==> src/rtl/pio_cond_pkg.sv <==
// Shared widths and field layout for the keys/switches PIO words.
package pio_cond_pkg;
  localparam int N_KEYS      = 4;
  localparam int N_SW        = 18;
  localparam int PRESS_CNT_W = 4;
  localparam int SW_CHG_W    = 14;

  localparam int KEY_STATE_LSB = 0;
  localparam int KEY_CNT_LSB   = 4;
  localparam int KEY_PAD_LSB   = KEY_CNT_LSB + N_KEYS*PRESS_CNT_W;
  localparam int KEY_PAD_W     = 32 - KEY_PAD_LSB;
  localparam int SW_STATE_LSB  = 0;
  localparam int SW_CHG_LSB    = N_SW;

  typedef struct packed {
    logic [KEY_PAD_W-1:0]                    pad;
    logic [N_KEYS-1:0][PRESS_CNT_W-1:0]      cnt;
    logic [N_KEYS-1:0]                       state;
  } keys_word_t;

  typedef struct packed {
    logic [SW_CHG_W-1:0] chg;
    logic [N_SW-1:0]     state;
  } sw_word_t;
endpackage

==> src/rtl/debounce_bit.sv <==
// One input bit: 2-FF synchroniser plus tick-based acceptance counter.
module debounce_bit #(
  parameter logic SYNC_RST     = 1'b0,
  parameter bit   INVERT       = 1'b0,
  parameter int   STABLE_TICKS = 10
) (
  input  logic clk,
  input  logic reset_n,
  input  logic tick,
  input  logic raw,
  output logic stable
);
  localparam int            CW       = $clog2(STABLE_TICKS + 1);
  localparam logic [CW-1:0] CNT_LAST = CW'(STABLE_TICKS - 1);

  logic [1:0]    sync_ff;
  logic          sync;
  logic [CW-1:0] cnt;

  always_ff @(posedge clk or negedge reset_n)
    if (!reset_n) sync_ff <= {2{SYNC_RST}};
    else          sync_ff <= {sync_ff[0], raw};

  // Inversion after the synchroniser keeps the reset value in the raw domain.
  assign sync = sync_ff[1] ^ INVERT;

  always_ff @(posedge clk or negedge reset_n) begin
    if (!reset_n) begin
      cnt    <= '0;
      stable <= 1'b0;
    end else if (sync == stable) begin
      cnt <= '0;
    end else if (tick) begin
      if (cnt == CNT_LAST) begin
        stable <= sync;
        cnt    <= '0;
      end else begin
        cnt <= cnt + CW'(1);
      end
    end
  end
endmodule

==> src/rtl/pio_input_conditioner.sv <==
// Debounces keys/switches and packs the PIO words; press counters exist only
// when PIO_COND_PRESS_COUNT_EN is defined.
module pio_input_conditioner
  import pio_cond_pkg::*;
#(
  parameter int TICK_DIV     = 50000,
  parameter int STABLE_TICKS = 10
) (
  input  logic              clk,
  input  logic              reset_n,
  input  logic [N_KEYS-1:0] key_n_in,
  input  logic [N_SW-1:0]   sw_in,
  output logic [31:0]       keys_word,
  output logic [31:0]       sw_word
);
  localparam int PW = $clog2(TICK_DIV);

  logic [PW-1:0]                      pre;
  logic                               tick;
  logic [N_KEYS-1:0]                  key_stb, key_q;
  logic [N_SW-1:0]                    sw_stb, sw_q;
  logic [N_KEYS-1:0][PRESS_CNT_W-1:0] press_cnt;
  logic [SW_CHG_W-1:0]                sw_chg;
  keys_word_t                         kw;
  sw_word_t                           sw;

  assign tick = (pre == PW'(TICK_DIV - 1));

  always_ff @(posedge clk or negedge reset_n)
    if (!reset_n)  pre <= '0;
    else if (tick) pre <= '0;
    else           pre <= pre + PW'(1);

  debounce_bit #(.SYNC_RST(1'b1), .INVERT(1'b1), .STABLE_TICKS(STABLE_TICKS))
    u_key_db [N_KEYS-1:0] (
      .clk(clk), .reset_n(reset_n), .tick(tick), .raw(key_n_in), .stable(key_stb));

  debounce_bit #(.SYNC_RST(1'b0), .INVERT(1'b0), .STABLE_TICKS(STABLE_TICKS))
    u_sw_db [N_SW-1:0] (
      .clk(clk), .reset_n(reset_n), .tick(tick), .raw(sw_in), .stable(sw_stb));

  // The state registers double as the previous value for edge detection,
  // so counters and state fields move on the same output edge.
  always_ff @(posedge clk or negedge reset_n)
    if (!reset_n) begin
      key_q  <= '0;
      sw_q   <= '0;
      sw_chg <= '0;
    end else begin
      key_q  <= key_stb;
      sw_q   <= sw_stb;
      sw_chg <= sw_chg + SW_CHG_W'(|(sw_stb ^ sw_q));
    end

`ifdef PIO_COND_PRESS_COUNT_EN
  logic [N_KEYS-1:0] key_rise;
  assign key_rise = key_stb & ~key_q;

  always_ff @(posedge clk or negedge reset_n)
    if (!reset_n) press_cnt <= '0;
    else
      for (int i = 0; i < N_KEYS; i++)
        press_cnt[i] <= press_cnt[i] + PRESS_CNT_W'(key_rise[i]);
`else
  assign press_cnt = '0;
`endif

  always_comb begin
    kw       = '0;
    kw.cnt   = press_cnt;
    kw.state = key_q;
    sw       = '0;
    sw.chg   = sw_chg;
    sw.state = sw_q;
  end

  assign keys_word = kw;
  assign sw_word   = sw;
endmodule

==> config.mk <==
export PLATFORM = sky130hd
export DESIGN_NAME = pio_input_conditioner
export DESIGN_NICKNAME = d
export VERILOG_FILES = /design/src/rtl/pio_cond_pkg.sv /design/src/rtl/debounce_bit.sv /design/src/rtl/pio_input_conditioner.sv
export SDC_FILE = /design/constraint.sdc
export NUM_CORES = 1
export LEC_CHECK = 0
export ABC_CLOCK_PERIOD_IN_PS = 7300
export CORE_UTILIZATION = 45
export DETAILED_ROUTE_END_ITERATION = 6
export PLACE_DENSITY = 0.73
export RECOVER_POWER = 25
export SYNTH_ARGS = -nofsm -noshare
export SYNTH_HDL_FRONTEND = slang
export SYNTH_HIERARCHICAL = 1
export SYNTH_SLANG_ARGS = --single-unit
==> constraint.sdc <==
create_clock -name clk -period 7.3 [get_ports clk]
set_input_delay 0.73 -clock clk [delete_from_list [all_inputs] [get_ports clk]]
set_output_delay 0.73 -clock clk [all_outputs]
set_load 0.05 [all_outputs]
# Word-level counts from Yosys, hierarchy flattened
# Cells that the tools add are included.
[op_classes]
addsub = 24
bitwise = 27
eq_ne = 45
reduce_logical = 45
n_mux = 67
[op_table]
columns = ["cell", "n"]
rows = [
  ["$mux W4", 66],
  ["$add A4 B1 Y4 const B", 22],
  ["$eq A4 B4 Y1 const B", 22],
  ["$reduce_and A3 Y1", 22],
  ["$reduce_bool A2 Y1", 22],
  ["$not A1 Y1", 26],
  ["$eq A1 B1 Y1", 22],
  ["$reduce_or A18 Y1", 1],
  ["$xor A18 B18 Y18", 1],
  ["$add A16 B1 Y16 const B", 1],
  ["$eq A16 B16 Y1 const B", 1],
  ["$mux W16", 1],
  ["$add A14 B1 Y14", 1],
]
[totals]
output_inout_bits = 64
input_bits = 24
wordCells = 278
reg_bits = 206

# Depth between registers and ports, before layout
[depth]
word_depth = 4
depth_mapped = 9

# Hierarchy
# Netlist, hierarchy kept.
[modules_own_cells]
columns = ["mod", "area_per_inst_um2", "n_inst", "cells_per_inst", "seq_area_each_um2"]
rows = [
  ["debounce_bit at u_sw_db[0] ...", 302.8, 18, 26, 175.2],
  ["pio_input_conditioner", 2319.7, 1, 195, 1301.2],
  ["debounce_bit at u_key_db[1] ...", 301.5, 3, 26, 177.7],
  ["debounce_bit at u_key_db[0]", 339.1, 1, 31, 177.7],
]

# Least setup slack after synthesis
# No wires, ideal clock.
[synth_timing]
kind = "register to register"
start = "register pre[10]"
end = "register u_sw_db[0].stable"
arrival_ps = 3923
setup_ps = 125
slack_ps = 3252
path_buffers = 0
path_stages_with_launch = 7
path_cell_list = "dfrtp_1 nor4b_2 nand4b_2 nor3_4 nand2_2 nor3b_1 mux2_2"
[synth_via]
elab_chain_cells = 2
[synth_lines]
columns = ["item", "line_no", "text"]
rows = [
  ["from (decl)", "pio_input_conditioner.sv:18", "logic [PW-1:0] pre;"],
  ["from (signal assigned)", "pio_input_conditioner.sv:32", "else pre <= pre + PW'(1);"],
  ["$eq A16 B16 Y1", "pio_input_conditioner.sv:27", "assign tick = (pre == PW'(TICK_DIV - 1));"],
  ["via tick", "pio_input_conditioner.sv:19", "logic tick;"],
  ["$reduce_and A3 Y1 (no source line)", "-", ""],
  ["to (signal assigned)", "debounce_bit.sv:35", "stable <= sync;"],
  ["to (decl)", "debounce_bit.sv:11", "output logic stable"],
]
# The timed path passes the listed nets, and every way through them passes these cells.
# A chain may end at the register's enable or synchronous reset.

# Worst setup path after layout
[layout_timing]
start = "register pre[10]"
end = "register u_sw_db[16].stable"
[layout_via]
elab_chain_cells = 2
[layout_lines]
columns = ["item", "line_no"]
rows = [
  ["$eq A16 B16 Y1", "pio_input_conditioner.sv:27"],
  ["via tick", "pio_input_conditioner.sv:19"],
  ["$reduce_and A3 Y1 (no source line)", "-"],
  ["to (signal assigned)", "debounce_bit.sv:35"],
  ["to (decl)", "debounce_bit.sv:11"],
]
# The timed path passes the listed nets, and every way through them passes these cells.

==> qor.csv <==
stage;metric;value;unit
timing;setup TNS;0;ns
synth;Synth Cell Area;9010;um2
cts;Clock Latency Late Sink;0.50;ns
critical_path;crit path capture type;flip-flop;
cts;clock slew at reported path FFs;0.06;ns
critical_path;Crit-path slowest cell;buf_4;
route;DR WL/cell;12.9;um
critical_path;Worst Path Required;7.67;ns
pwr;Power Internal;0.00184;W
critical_path;crit-path max cell delay;0.72;ns
pwr;Seq pwr share;49.9;%
timing;Final period util;38.3;%
critical_path;Largest delay share family, worst path;simple AND/OR/NAND/NOR gates;
critical_path;startpoint class of the critical path;flip-flop;
placed_design;buffers added on ports;59;
timing;skew final;0.0158;ns
synth;largest cells by area after synthesis;dfrtp_1, xnor2_1, nor2b_1;
synth;sequential element share of the synthesized area;57.3;%
cts;CTS resizes;0;
synth;number of flops mapped to enable cells by yosys;0;
outcome;outcome;complete, no violations;
pwr;VDD IR max;0.153;mV
route;Pre-antenna DRT Iters;4;
synth;area leader, netlist;dfrtp_1;
cts;number of H-tree levels;1;
layout;antenna cells;0;
grt;initial antenna violation count;0;
cts;CTS buffer count;23;
pwr;leakage power;4.57;nW
cts;clock buffer depth;3;
critical_path;WP buf/inv;1;
synth;top-count cell post-synth;dfrtp_1;
floorplanning;total I/O pin count;88;
synth;most common library cells after synthesis;dfrtp_1, xnor2_1, nor2b_1, nor2_1, o21ai_0;
cts;CTS tree;built;
pwr;Pwr Density;221;nW/um2
critical_path;worst-path fanout max;77;
timing;Final Hold Fails;0;
synth;register bit total from synthesis;206;
route;antenna violation net count after detailed routing;0;
timing;Slew Limit Fails;0;
placed_design;dpl hpwl;9600;um
placed_design;dpl ws;4.51;ns
timing;final setup fails;0;
cts;CTS root buf;clkbuf_16;
synth;YS warnings;6;
timing;hold_ws;0.261;ns
worst_hold_path;Worst Hold Class;in -> async;
route;final wirelength;14700;um
timing;RSZ-0062 raised after global routing;no;
route;via count;5618;
route;DR iter-0 viols;268;
synth;Yosys top cell area share;55.0;%
synth;ys async rst share;100;%
synth;Yosys cell types;36;
synth;Avg Cell Area, Syn;11.7;um2
run;total of max-cap violations;0;
pwr;Logic pwr share;3.2;%
floorplanning;row cnt;51;
timing;minimum clock period;2.79;ns
grt;total gr overflow;0;
cts;Sinks on Clock Net;206;
floorplanning;Die Wd;144;um
pwr;Net Sw Frac;21.2;%
floorplanning;initial core utilization;46.2;%
synth;Post-Syn Instances;772;
layout;layout cells sized above 1;14.9;%
floorplanning;die area;20600;um2
synth;Main synth FF type;dfrtp_1;
critical_path;crit-path cells;nor4b_2 > nand4b_2 > nor3_4 > buf_4 > nand2_2 > nor3b_1 > mux2_2;
timing;Max Clock Freq;0.358;GHz
grt;vias in the first global route;5390;
timing;Worst Max-Slew Pin Slew;0.897;ns
placed_design;gpl congestion;0.782;
route;vias per cell;4.95;
critical_path;critical path arrival;3.16;ns
timing;Setup WS post-layout;4.51;ns
pwr;total power;0.00233;W
layout;fin nets;887;
layout;final-layout fill cell count;1678;
cts;post-CTS setup buffer count;0;
timing;Max-slew headroom;40.2;%
cts;CTS Hold Buffers Added;0;
layout;Area Overhead vs Synth;17.2;%
floorplanning;CORE AREA;19500;um2
pwr;Clock power frac;46.9;%
grt;first-pass GRT wire length;25500;um
route;DRC;0;
grt;largest net degree at the start of global routing;89;
floorplanning;Die Span Y;144;um
grt;Total GRT Usage;15.2;%
critical_path;critical path class;reg -> reg;
pwr;Psw;0.000494;W
[cells by family after synthesis]
logic type | after synthesis | synth area share (%)
flops | 206 | 57.3
buf+inv | 32 | 2.54
simple gates | 304 | 20.3
other cells | 1 | 0.0416
compound gates | 99 | 6.52
mux | 18 | 2.25
xor+xnor | 107 | 10.4
fa+ha+maj | 5 | 0.694
[worst reg2reg max path: stages, from the launching register on]
cell and delay, ns:
dfrtp_1 0.42, nor4b_2 0.30, nand4b_2 0.19, nor3_4 0.22
buf_4 0.72, nand2_2 0.20, nor3b_1 0.26, mux2_2 0.36
[flip-flops by register name (all words and copies together) (netlist names)]
| name | count |
|---|---|
| u_key_db/stable | 4 |
| u_sw_db/sync_ff | 36 |
| u_sw_db/cnt | 72 |
| pre | 16 |
| sw_q | 18 |
| u_key_db/sync_ff | 8 |
| sw_chg | 14 |
| u_key_db/cnt | 16 |
| u_sw_db/stable | 18 |
| key_q | 4 |
[per-stage QoR]
stage | std cells | util, % | cell area (um2)
after global placement | 1098 | 50.5 | 9850
final | 1135 | 54.1 | 10600
after floorplan | 799 | - | 9110
after CTS | 1135 | 54.1 | 10600
after detailed placement | 1098 | 50.5 | 9850
after global routing | 1135 | 54.1 | 10600
[power groups by stage]
| stage | combinational (W) | clock [W] | sequential (W) |
|---|---|---|---|
| 2_1_floorplan | 0.0000526 | 0 | 0.00118 |
| 3_3_place_gp | 0.0000797 | 0 | 0.00118 |
| 3_5_place_dp | 0.0000796 | 0 | 0.00118 |
| 4_1_cts | 0.0000798 | 0.00113 | 0.00116 |
| 5_1_grt | 0.0000834 | 0.00118 | 0.00116 |
| 6_report | 0.0000751 | 0.00109 | 0.00116 |
[path summary, 6_finish.rpt]
| check | start | endpoint | slack [ns] | cells past startpoint |
|---|---|---|---|---|
| worst max-delay path | pre[10] | u_sw_db[16]/stable | 4.51 | 7 |
| worst min-delay path | reset_n | u_sw_db[6]/sync_ff[0] | 0.26 | 1 |
| worst max register to register | pre[10] | u_sw_db[16]/stable | 4.51 | 7 |
| worst min register to register | u_sw_db[11]/sync_ff[0] | u_sw_db[11]/sync_ff[1] | 0.34 | 0 |
| max in group asynchronous | reset_n | pre[11] | 5.74 | 2 |
| min in group clk | u_sw_db[11]/sync_ff[0] | u_sw_db[11]/sync_ff[1] | 0.34 | 0 |
[area by class of cell]
type / count / area [um2] / share of cell area (%)
clock buffer: 32 / 629 / 5.96
clock inverter: 5 / 81.3 / 0.770
inverter: 3 / 11.3 / 0.107
multi-input combinational: 561 / 3720 / 35.2
sequential: 206 / 5160 / 48.9
tap: 265 / 332 / 3.14
timing repair buffer: 63 / 624 / 5.91
[cells in the final DEF, fill, tap and decap left out, types with 7 or more instances in the layout]
master,synthesis,routed
nor2_1,55,55
clkbuf_16,0,23
conb_1,1,28
nand4_1,11,11
nor2b_1,62,62
a21oi_2,22,22
nand3_1,29,29
nand2_2,21,21
nand2_1,37,37
xnor2_1,72,72
dfstp_2,8,8
or3_1,21,21
clkbuf_1,0,7
nor3b_1,19,19
xor2_1,35,35
a21oi_1,24,24
mux2_2,18,18
o21ai_0,49,49
clkdlybuf4s50_1,0,36
dlygate4sd3_1,0,22
and4b_2,21,21
dfrtp_1,198,198
[metal layers]
metal	GRT usage, %	vias to the layer above	share of wire (%)
met5	0	-	0
met2	24.1	83	46
met4	4.20	0	2.2
li1	-	2764	-
met1	21.2	2744	48
met3	2.83	27	3.9
Note: power is estimated with default switching activity, not from simulation.
